### config.mk
export PLATFORM = sky130hd
export DESIGN_NAME = clock_display_scan
export DESIGN_NICKNAME = d
export VERILOG_FILES = /design/src/rtl/clock_display_scan.sv
export SDC_FILE = /design/constraint.sdc
export NUM_CORES = 1
export LEC_CHECK = 0
export ABC_AREA = 1
export CAP_MARGIN = 10
export CORE_MARGIN = 4
export CORE_UTILIZATION = 50
export CTS_CLUSTER_DIAMETER = 100
export DETAILED_ROUTE_END_ITERATION = 8
export GPL_ROUTABILITY_DRIVEN = 0
export PLACE_DENSITY = 0.82
export RECOVER_POWER = 25
export REMOVE_ABC_BUFFERS = 1
export SKIP_CTS_REPAIR_TIMING = 1
export SYNTH_ARGS = -nofsm -noshare
export SYNTH_HDL_FRONTEND = slang
export SYNTH_SLANG_ARGS = --single-unit
### constraint.sdc
create_clock -name clk -period 3.6 [get_ports clk]
set_clock_uncertainty 0.2 [all_clocks]
set_input_delay 0.36 -clock clk [delete_from_list [all_inputs] [get_ports clk]]
set_output_delay 0.36 -clock clk [all_outputs]
set_load 0.02 [all_outputs]
### src/rtl/clock_display_scan.sv
// Six-digit multiplexed 7-segment driver for the clock core. Each scan frame
// displays a per-frame snapshot of the time; the whole display blinks while the alarm is active.
module clock_display_scan #(
  parameter int unsigned SCAN_DIV  = 4,
  parameter int unsigned BLINK_DIV = 2
) (
  input  logic       clk,
  input  logic       r,
  input  logic [2:0] h1,
  input  logic [4:0] h0,
  input  logic [3:0] m1,
  input  logic [4:0] m0,
  input  logic [3:0] s1,
  input  logic [4:0] s0,
  input  logic       am,
  input  logic       pm,
  input  logic       a_out,
  input  logic       hour_24,
  input  logic       blank_lz,
  output logic [6:0] seg,
  output logic       dp,
  output logic [5:0] an,
  output logic       led_am,
  output logic       led_pm
);

  localparam int unsigned DivW = (SCAN_DIV > 1) ? $clog2(SCAN_DIV) : 1;
  localparam int unsigned FrmW = (BLINK_DIV > 1) ? $clog2(BLINK_DIV) : 1;
  localparam logic [DivW-1:0] DivMax = DivW'(SCAN_DIV - 1);
  localparam logic [FrmW-1:0] FrmMax = FrmW'(BLINK_DIV - 1);

  typedef struct packed {
    logic [2:0] h1;
    logic [4:0] h0;
    logic [3:0] m1;
    logic [4:0] m0;
    logic [3:0] s1;
    logic [4:0] s0;
    logic       am;
    logic       pm;
    logic       a_out;
    logic       hour_24;
    logic       blank_lz;
  } snap_t;

  logic [DivW-1:0] r_div, w_div_d;
  logic [2:0]      r_idx, w_idx_d;
  logic [FrmW-1:0] r_frame, w_frame_d;
  logic            r_blink, w_blink_d;
  logic            r_start, w_start_d;
  snap_t           r_snap, w_snap_d;
  logic            w_load;

  logic [6:0] r_seg, w_seg_d;
  logic       r_dp, w_dp_d;
  logic [5:0] r_an, w_an_d;
  logic       r_led_am, r_led_pm;
  logic [4:0] w_digit;

  function automatic logic [6:0] f_decode(input logic [4:0] v);
    case (v)
      5'd0:    f_decode = 7'h40;
      5'd1:    f_decode = 7'h79;
      5'd2:    f_decode = 7'h24;
      5'd3:    f_decode = 7'h30;
      5'd4:    f_decode = 7'h19;
      5'd5:    f_decode = 7'h12;
      5'd6:    f_decode = 7'h02;
      5'd7:    f_decode = 7'h78;
      5'd8:    f_decode = 7'h00;
      5'd9:    f_decode = 7'h10;
      default: f_decode = 7'h3F;
    endcase
  endfunction

  // Scan counters; a frame wrap reloads the snapshot and advances the blink divider.
  always_comb begin
    w_div_d   = r_div;
    w_idx_d   = r_idx;
    w_frame_d = r_frame;
    w_blink_d = r_blink;
    w_start_d = r_start;
    w_load    = 1'b0;
    if (r_start) begin
      w_load    = 1'b1;
      w_idx_d   = '0;
      w_div_d   = '0;
      w_start_d = 1'b0;
    end else if (r_div == DivMax) begin
      w_div_d = '0;
      if (r_idx == 3'd5) begin
        w_idx_d = '0;
        w_load  = 1'b1;
        if (r_frame == FrmMax) begin
          w_frame_d = '0;
          w_blink_d = ~r_blink;
        end else begin
          w_frame_d = r_frame + 1'b1;
        end
      end else begin
        w_idx_d = r_idx + 3'd1;
      end
    end else begin
      w_div_d = r_div + 1'b1;
    end
    w_snap_d = w_load ? snap_t'{h1, h0, m1, m0, s1, s0, am, pm, a_out, hour_24, blank_lz}
                      : r_snap;
  end

  // Outputs are decoded from next-state values so they carry no extra latency.
  always_comb begin
    w_digit = '0;
    w_dp_d  = 1'b1;
    case (w_idx_d)
      3'd0:    w_digit = w_snap_d.s0;
      3'd1:    w_digit = {1'b0, w_snap_d.s1};
      3'd2:    begin w_digit = w_snap_d.m0; w_dp_d = 1'b0; end
      3'd3:    w_digit = {1'b0, w_snap_d.m1};
      3'd4:    begin w_digit = w_snap_d.h0; w_dp_d = 1'b0; end
      default: w_digit = {2'b00, w_snap_d.h1};
    endcase
    w_seg_d = f_decode(w_digit);
    if (w_idx_d == 3'd5 && w_snap_d.blank_lz && w_snap_d.h1 == 3'd0) begin
      w_seg_d = 7'h7F;
    end
    if (w_snap_d.a_out && w_blink_d) begin
      w_seg_d = 7'h7F;
      w_dp_d  = 1'b1;
    end
    w_an_d = ~(6'b000001 << w_idx_d);
  end

  always_ff @(posedge clk or negedge r) begin
    if (!r) begin
      r_div    <= '0;
      r_idx    <= '0;
      r_frame  <= '0;
      r_blink  <= 1'b0;
      r_start  <= 1'b1;
      r_snap   <= '0;
      r_seg    <= 7'h7F;
      r_dp     <= 1'b1;
      r_an     <= 6'h3F;
      r_led_am <= 1'b0;
      r_led_pm <= 1'b0;
    end else begin
      r_div    <= w_div_d;
      r_idx    <= w_idx_d;
      r_frame  <= w_frame_d;
      r_blink  <= w_blink_d;
      r_start  <= w_start_d;
      r_snap   <= w_snap_d;
      r_seg    <= w_seg_d;
      r_dp     <= w_dp_d;
      r_an     <= w_an_d;
      r_led_am <= w_snap_d.am & ~w_snap_d.hour_24;
      r_led_pm <= w_snap_d.pm & ~w_snap_d.hour_24;
    end
  end

  assign seg    = r_seg;
  assign dp     = r_dp;
  assign an     = r_an;
  assign led_am = r_led_am;
  assign led_pm = r_led_pm;

endmodule

==> run_results.csv, run 1 <==
group,metric,value,unit
sta,drv_slew,42,
critical_path,slowest_stage,"o21ai_0",
logic_synthesis,syn_area,2690,um2
floorplan,die-area,6610,um2
routing,wire_per_inst,12.1,um
layout,fillers,456,
routing,via_per_inst,4.80,
floorplan,die-width,81.3,um
clocking,htreeDepth,2,
routing,routed_wl,5420,um
critical_path,crit_required,3.63,ns
global_route,grt_pass1_vias,2116,
layout,nets,418,
logic_synthesis,syn-instance-count,329,
sta,slew_headroom,-0.380,
clocking,cts_tree,"built",
floorplan,num_rows,26,
global_route,grt_overflow,0,
layout,drive_gt1_frac,0.119,
global_route,grt.total_usage,0.187,
routing,antenna_left,0,
critical_path,cpMostUsedCell,"nand3_1",
logic_synthesis,yosysSeqAreaShare,0.519,
logic_synthesis,syn-mean-instance-area,8.17,um2
sta,fmax,0.332,GHz
routing,drc,0,
status,violations,"capacitance limit, slew limit",
floorplan,ioPinCount,49,
critical_path,critPathArrivalTime,3.04,ns
sta,layout_min_cycle_time,3.01,ns
logic_synthesis,synth_seq_cells,55,
floorplan,coreArea,5170,um2
sta,worst_slew_pin_slew,2.07,ns
layout,syn2layout_area_growth,22.3,%
critical_path,path_buf_inv,3,
critical_path,critPathTopFamily,"simple AND/OR/NAND/NOR gates",
logic_synthesis,yosysUniqueCellTypes,24,
place,portBuffers,48,
logic_synthesis,synthTopCellsByArea,"dfrtp_1, dfstp_2, nand2_1",
sta,fin_ws,0.592,ns
routing,vias,2153,
layout,antenna_cells,0,
status,outcome,"complete, but fails checks",
critical_path,r2r_slack,0.59,ns
clocking,numClockSinks,55,
clocking,clk_path_buf_depth,2,
routing,drt_iter0_drc,92,
sta,finalSetupTns,0,ns
critical_path,crit_chain,"ha_1, nand2_2, inv_2, nand2_1, nand2_2, o21ai_0, nor2_1, nor2_1, nand3_1, nand2_1, inv_1, ha_1, inv_1, nand3_1, nand3_1, nand3_1",
clocking,cts-root-buf,"clkbuf_8",
power_and_ir_drop,power_density,399,nW/um2
critical_path,crit_fanout,43,
clocking,cts_buffers,5,
routing,drt_pre_antenna_iters,4,
critical_path,path_class,"flip-flop to flip-flop",
sta,fin_crit_sh,0.835,
sta,finalSetupViolations,0,
critical_path,critPathLaunchType,"flip-flop",
logic_synthesis,synth_top_area_frac,0.373,
logic_synthesis,synth_largest_area_cell,"dfrtp_1",
clocking,clk_latency,0.31,ns
floorplan,die_y,81.3,um
sta,rsz0062_at_grt,"no",
job,drv_cap,1,
floorplan,start_util,0.519,
logic_synthesis,yosysWarnings,0,
global_route,grt_pass1_wl,9460,um
critical_path,cpPeakStageDelay,0.44,ns
critical_path,end_kind,"flip-flop",
place,dp_hpwl,3890,um
place,dp_slack,0.582,ns
worst_hold_path,hold_class,"flip-flop to flip-flop",
global_route,gr-usage-met2,0.308,
global_route,busiest_layer,"met2",
global_route,antenna_found_initial,0,
power_and_ir_drop,peakVddDrop,196,uV
global_route,grt_max_degree,44,
layout,final_cell_mix,"nand2_1, inv_1, clkdlybuf4s50_1",
global_route,grt_util_met1,0.240,
layout,layout_commonest_cell,"nand2_1",
power_and_ir_drop,p_leak,1.65,nW
sta,hold_viol,0,
clocking,cts.clk_slew.worst_paths,0.09,ns
global_route,grt_use_met3,0.0355,
final cells by class:
class / count / area, um2 / share of cell area
Multi-Input combinational cell: 211 / 1020 / 0.311
Tap cell: 70 / 87.6 / 0.0267
Inverter: 55 / 206 / 0.0628
Clock buffer: 6 / 72.6 / 0.0221
Sequential cell: 55 / 1400 / 0.425
Clock inverter: 2 / 12.5 / 0.00381
Timing Repair Buffer: 50 / 489 / 0.149
Yosys cell counts, drive strengths merged:
master,number
dfrtp,40
conb,1
nand3b,5
dfstp,15
mux2,1
nand2,96
inv,55
o21ai,15
and2,1
nand3,44
xor2,1
ha,7
nor2,35
nor3,1
buf,8
a21oi,4
state kept, by name, indices dropped and copies added, names as in the netlist:
signal	cells
led_am	1
r_start	1
r_div	2
dp	1
an	6
r_frame	1
r_snap	31
seg	7
led_pm	1
r_idx	3
r_blink	1
path summary, 6_finish.rpt:
check / from / end / cells past startpoint
setup / recovery: r_div[0] / seg[5] / 16
hold / removal: r_div[0] / r_div[0] / 1
setup reg to reg: r_div[0] / seg[5] / 16
hold reg to reg: r_div[0] / r_div[0] / 1
max in group asynchronous: r / r_start / 2
min in group asynchronous: r / r_snap[27] / 1
per-stage QoR:
step / hold slack, ns / instances / utilization / cell area (um2) / power (mW)
floorplan: -0.136 / 321 / - / 2620 / 0.872
global placement: 0.217 / 441 / 0.619 / 3200 / 0.986
detailed placement: 0.227 / 441 / 0.619 / 3200 / 0.995
CTS: -0.0221 / 449 / 0.635 / 3290 / 1.33
global route: 0.264 / 449 / 0.635 / 3290 / 1.39
finish: 0.234 / 449 / 0.635 / 3290 / 1.31
power breakdown:
group	internal [mW]	total, mW	switching (mW)
registers	0.687	0.702	0.0155
clock network	0.136	0.328	0.192
logic	0.119	0.280	0.160
total	0.942	1.31	0.368
cells by family after synthesis:
logic type,synth area share
xor gates and xnor gates,0.00326
other,0.00140
DFF,0.519
adders and majority gates,0.0326
buffers and inverters,0.100
and+or+nand+nor,0.304
muxes,0.00419
AOI/OAI and AO/OA,0.0354
per-layer routing:
layer / part of all wire / wire [um]
met4: 0.016 / 85
met1: 0.47 / 2520
met5: 0 / 0
met3: 0.051 / 276
met2: 0.47 / 2540
(Power assumes the default switching activity.)
==> run 2, diff against run 1 <==
==> constraint.sdc (replaced) <==
create_clock -name clk -period 3.1 [get_ports clk]
set_clock_uncertainty 0.2 [all_clocks]
set_input_delay 0.31 -clock clk [delete_from_list [all_inputs] [get_ports clk]]
set_output_delay 0.31 -clock clk [all_outputs]
set_load 0.02 [all_outputs]
==> run 2 against run 1 <==
Compared with the run above: the run now ends clean; sequential cell count stayed put; core utilization is 1.1 points higher; global-route usage is 0.089 points higher; total power is 22% higher; combinational power is 18% higher; clock power is 39% higher; routed wire length is 2.4% higher; count of clock-buffer cells in the layout is 1 higher; final cell count is 0.89% higher; critical path depth is 3 lower; fmax is 12% higher; worst hold slack better by 0.0020 ns; critical path type unchanged; critical endpoint is now seg[3]; largest cell class unchanged; largest power group unchanged.
==> run_results.csv, run 2 (synthesis gave the netlist of run 1 again) <==
group,metric,value,unit
clocking,clk_path_buf_depth,2,
floorplan,coreArea,5170,um2
clocking,cts_buffers,5,
routing,antenna_left,0,
global_route,grt_pass1_vias,2144,
sta,fin_ws,0.424,ns
global_route,grt_pass1_wl,9500,um
worst_hold_path,hold_class,"flip-flop to flip-flop",
critical_path,end_kind,"flip-flop",
layout,layout_commonest_cell,"nand2_1",
worst_hold_path,min_from,"r_div[0]",
critical_path,critPathArrivalTime,2.70,ns
critical_path,path_class,"flip-flop to flip-flop",
layout,final_cell_mix,"nand2_1, inv_1, clkdlybuf4s50_1",
clocking,cts.clk_slew.worst_paths,0.09,ns
power_and_ir_drop,peakVddDrop,239,uV
worst_hold_path,hold_end,"r_div[0]",
clocking,numClockSinks,55,
sta,slew_headroom,0.125,
layout,largest_reg_flops,31,
layout,syn2layout_area_growth,24.4,%
job,drv_cap,0,
clocking,htreeDepth,2,
critical_path,rr_endpoint,"seg[3]",
layout,fillers,441,
layout,multiInputGateArea,1030,um2
sta,drv_slew,0,
floorplan,die_y,81.3,um
floorplan,die-width,81.3,um
critical_path,crit_required,3.13,ns
critical_path,reg2reg_from,"r_start",
routing,drt_iter0_drc,55,
routing,routed_wl,5550,um
layout,antenna_cells,0,
layout,top_register,"r_snap",
global_route,grt_overflow,0,
status,outcome,"complete, no violations",
sta,finalSetupTns,0,ns
layout,drive_gt1_frac,0.120,
layout,nets,422,
global_route,grt_max_degree,31,
critical_path,crit_fanout,23,
sta,worst_slew_pin_slew,1.31,ns
global_route,antenna_found_initial,0,
sta,rsz0062_at_grt,"no",
floorplan,ioPinCount,49,
sta,fmax,0.374,GHz
clocking,cts-root-buf,"clkbuf_8",
layout,regArea,1400,um2
sta,finalSetupViolations,0,
routing,vias,2172,
floorplan,die-area,6610,um2
clocking,cts_tree,"built",
sta,hold_viol,0,
routing,drt_pre_antenna_iters,4,
place,dp_hpwl,4100,um
routing,drc,0,
routing,wire_per_inst,12.3,um
sta,fin_crit_sh,0.863,
floorplan,start_util,0.519,
critical_path,r2r_slack,0.42,ns
floorplan,num_rows,26,
global_route,grt.total_usage,0.188,
place,portBuffers,48,
worst_hold_path,hold_depth,1,
sta,layout_min_cycle_time,2.68,ns
sta,fin_hold_ws,0.236,ns
critical_path,critPathLaunchType,"flip-flop",
critical_path,r2r_cells,13,
clocking,clk_latency,0.31,ns
place,dp_slack,0.293,ns
power_and_ir_drop,power_density,480,nW/um2
routing,via_per_inst,4.79,
power_and_ir_drop,p_leak,1.68,nW
[run 2: changes by cell type in the layout (fill, tap and decap cells not counted), sizes merged]
cell / delta
bufinv: +1
buf: +2
clkbuf: +2
clkinv: -1
dlygate4sd3: +1
clkinvlp: -1
[run 2: final cells by class]
cell class / count / share of cell area
multi-input combinational: 211 / 0.307
timing repair buffer: 54 / 0.155
clock inverter: 1 / 0.00899
sequential: 55 / 0.418
tap: 70 / 0.0262
inverter: 55 / 0.0618
clock buffer: 7 / 0.0228
[run 2: stage by stage]
step	utilization	cell area (um2)	cells	power, mW
floorplan	-	2620	321	1.01
global placement	0.623	3220	444	1.15
detailed placement	0.623	3220	444	1.16
CTS	0.644	3330	452	1.62
global route	0.646	3340	453	1.69
finish	0.646	3340	453	1.60
[run 2: where the power goes]
part / internal [mW] / leakage, nW / switching [mW] / total (mW)
registers: 0.797 / 0.637 / 0.0183 / 0.815
logic: 0.142 / 0.990 / 0.190 / 0.331
clock network: 0.242 / 0.0524 / 0.214 / 0.455
total: 1.18 / 1.68 / 0.421 / 1.60
[run 2: worst max path at each step]
stage              from  endpoint  slack, ns  depth (start not counted)
5_1_grt         r_start    seg[3]       0.13                         12
2_1_floorplan  r_div[0]    seg[6]       0.08                         15
6_report        r_start    seg[3]       0.42                         13
3_3_place_gp   r_div[0]    seg[6]       0.38                         15
3_5_place_dp   r_div[0]    seg[5]       0.29                         16
4_1_cts        r_div[0]    seg[5]       0.27                         16
[run 2: critical path: stages, from the launching register on]
cell and delay [ns]:
dfstp_2 0.61, inv_2 0.21, nand3_2 0.22, inv_2 0.06, nor2_1 0.20, nand2_1 0.14, nor2_1 0.12, nor2_1 0.05
nand3_1 0.08, nand2_1 0.12, ha_1 0.30, nand3_1 0.11, nand3_1 0.11, nand3_1 0.07
[run 2: per-layer routing]
layer | routed length [um] | global-route usage
met1 | 2450 | 0.233
met3 | 248 | 0.0333
met5 | 0 | 0
met4 | 102 | 0.0777
met2 | 2750 | 0.322
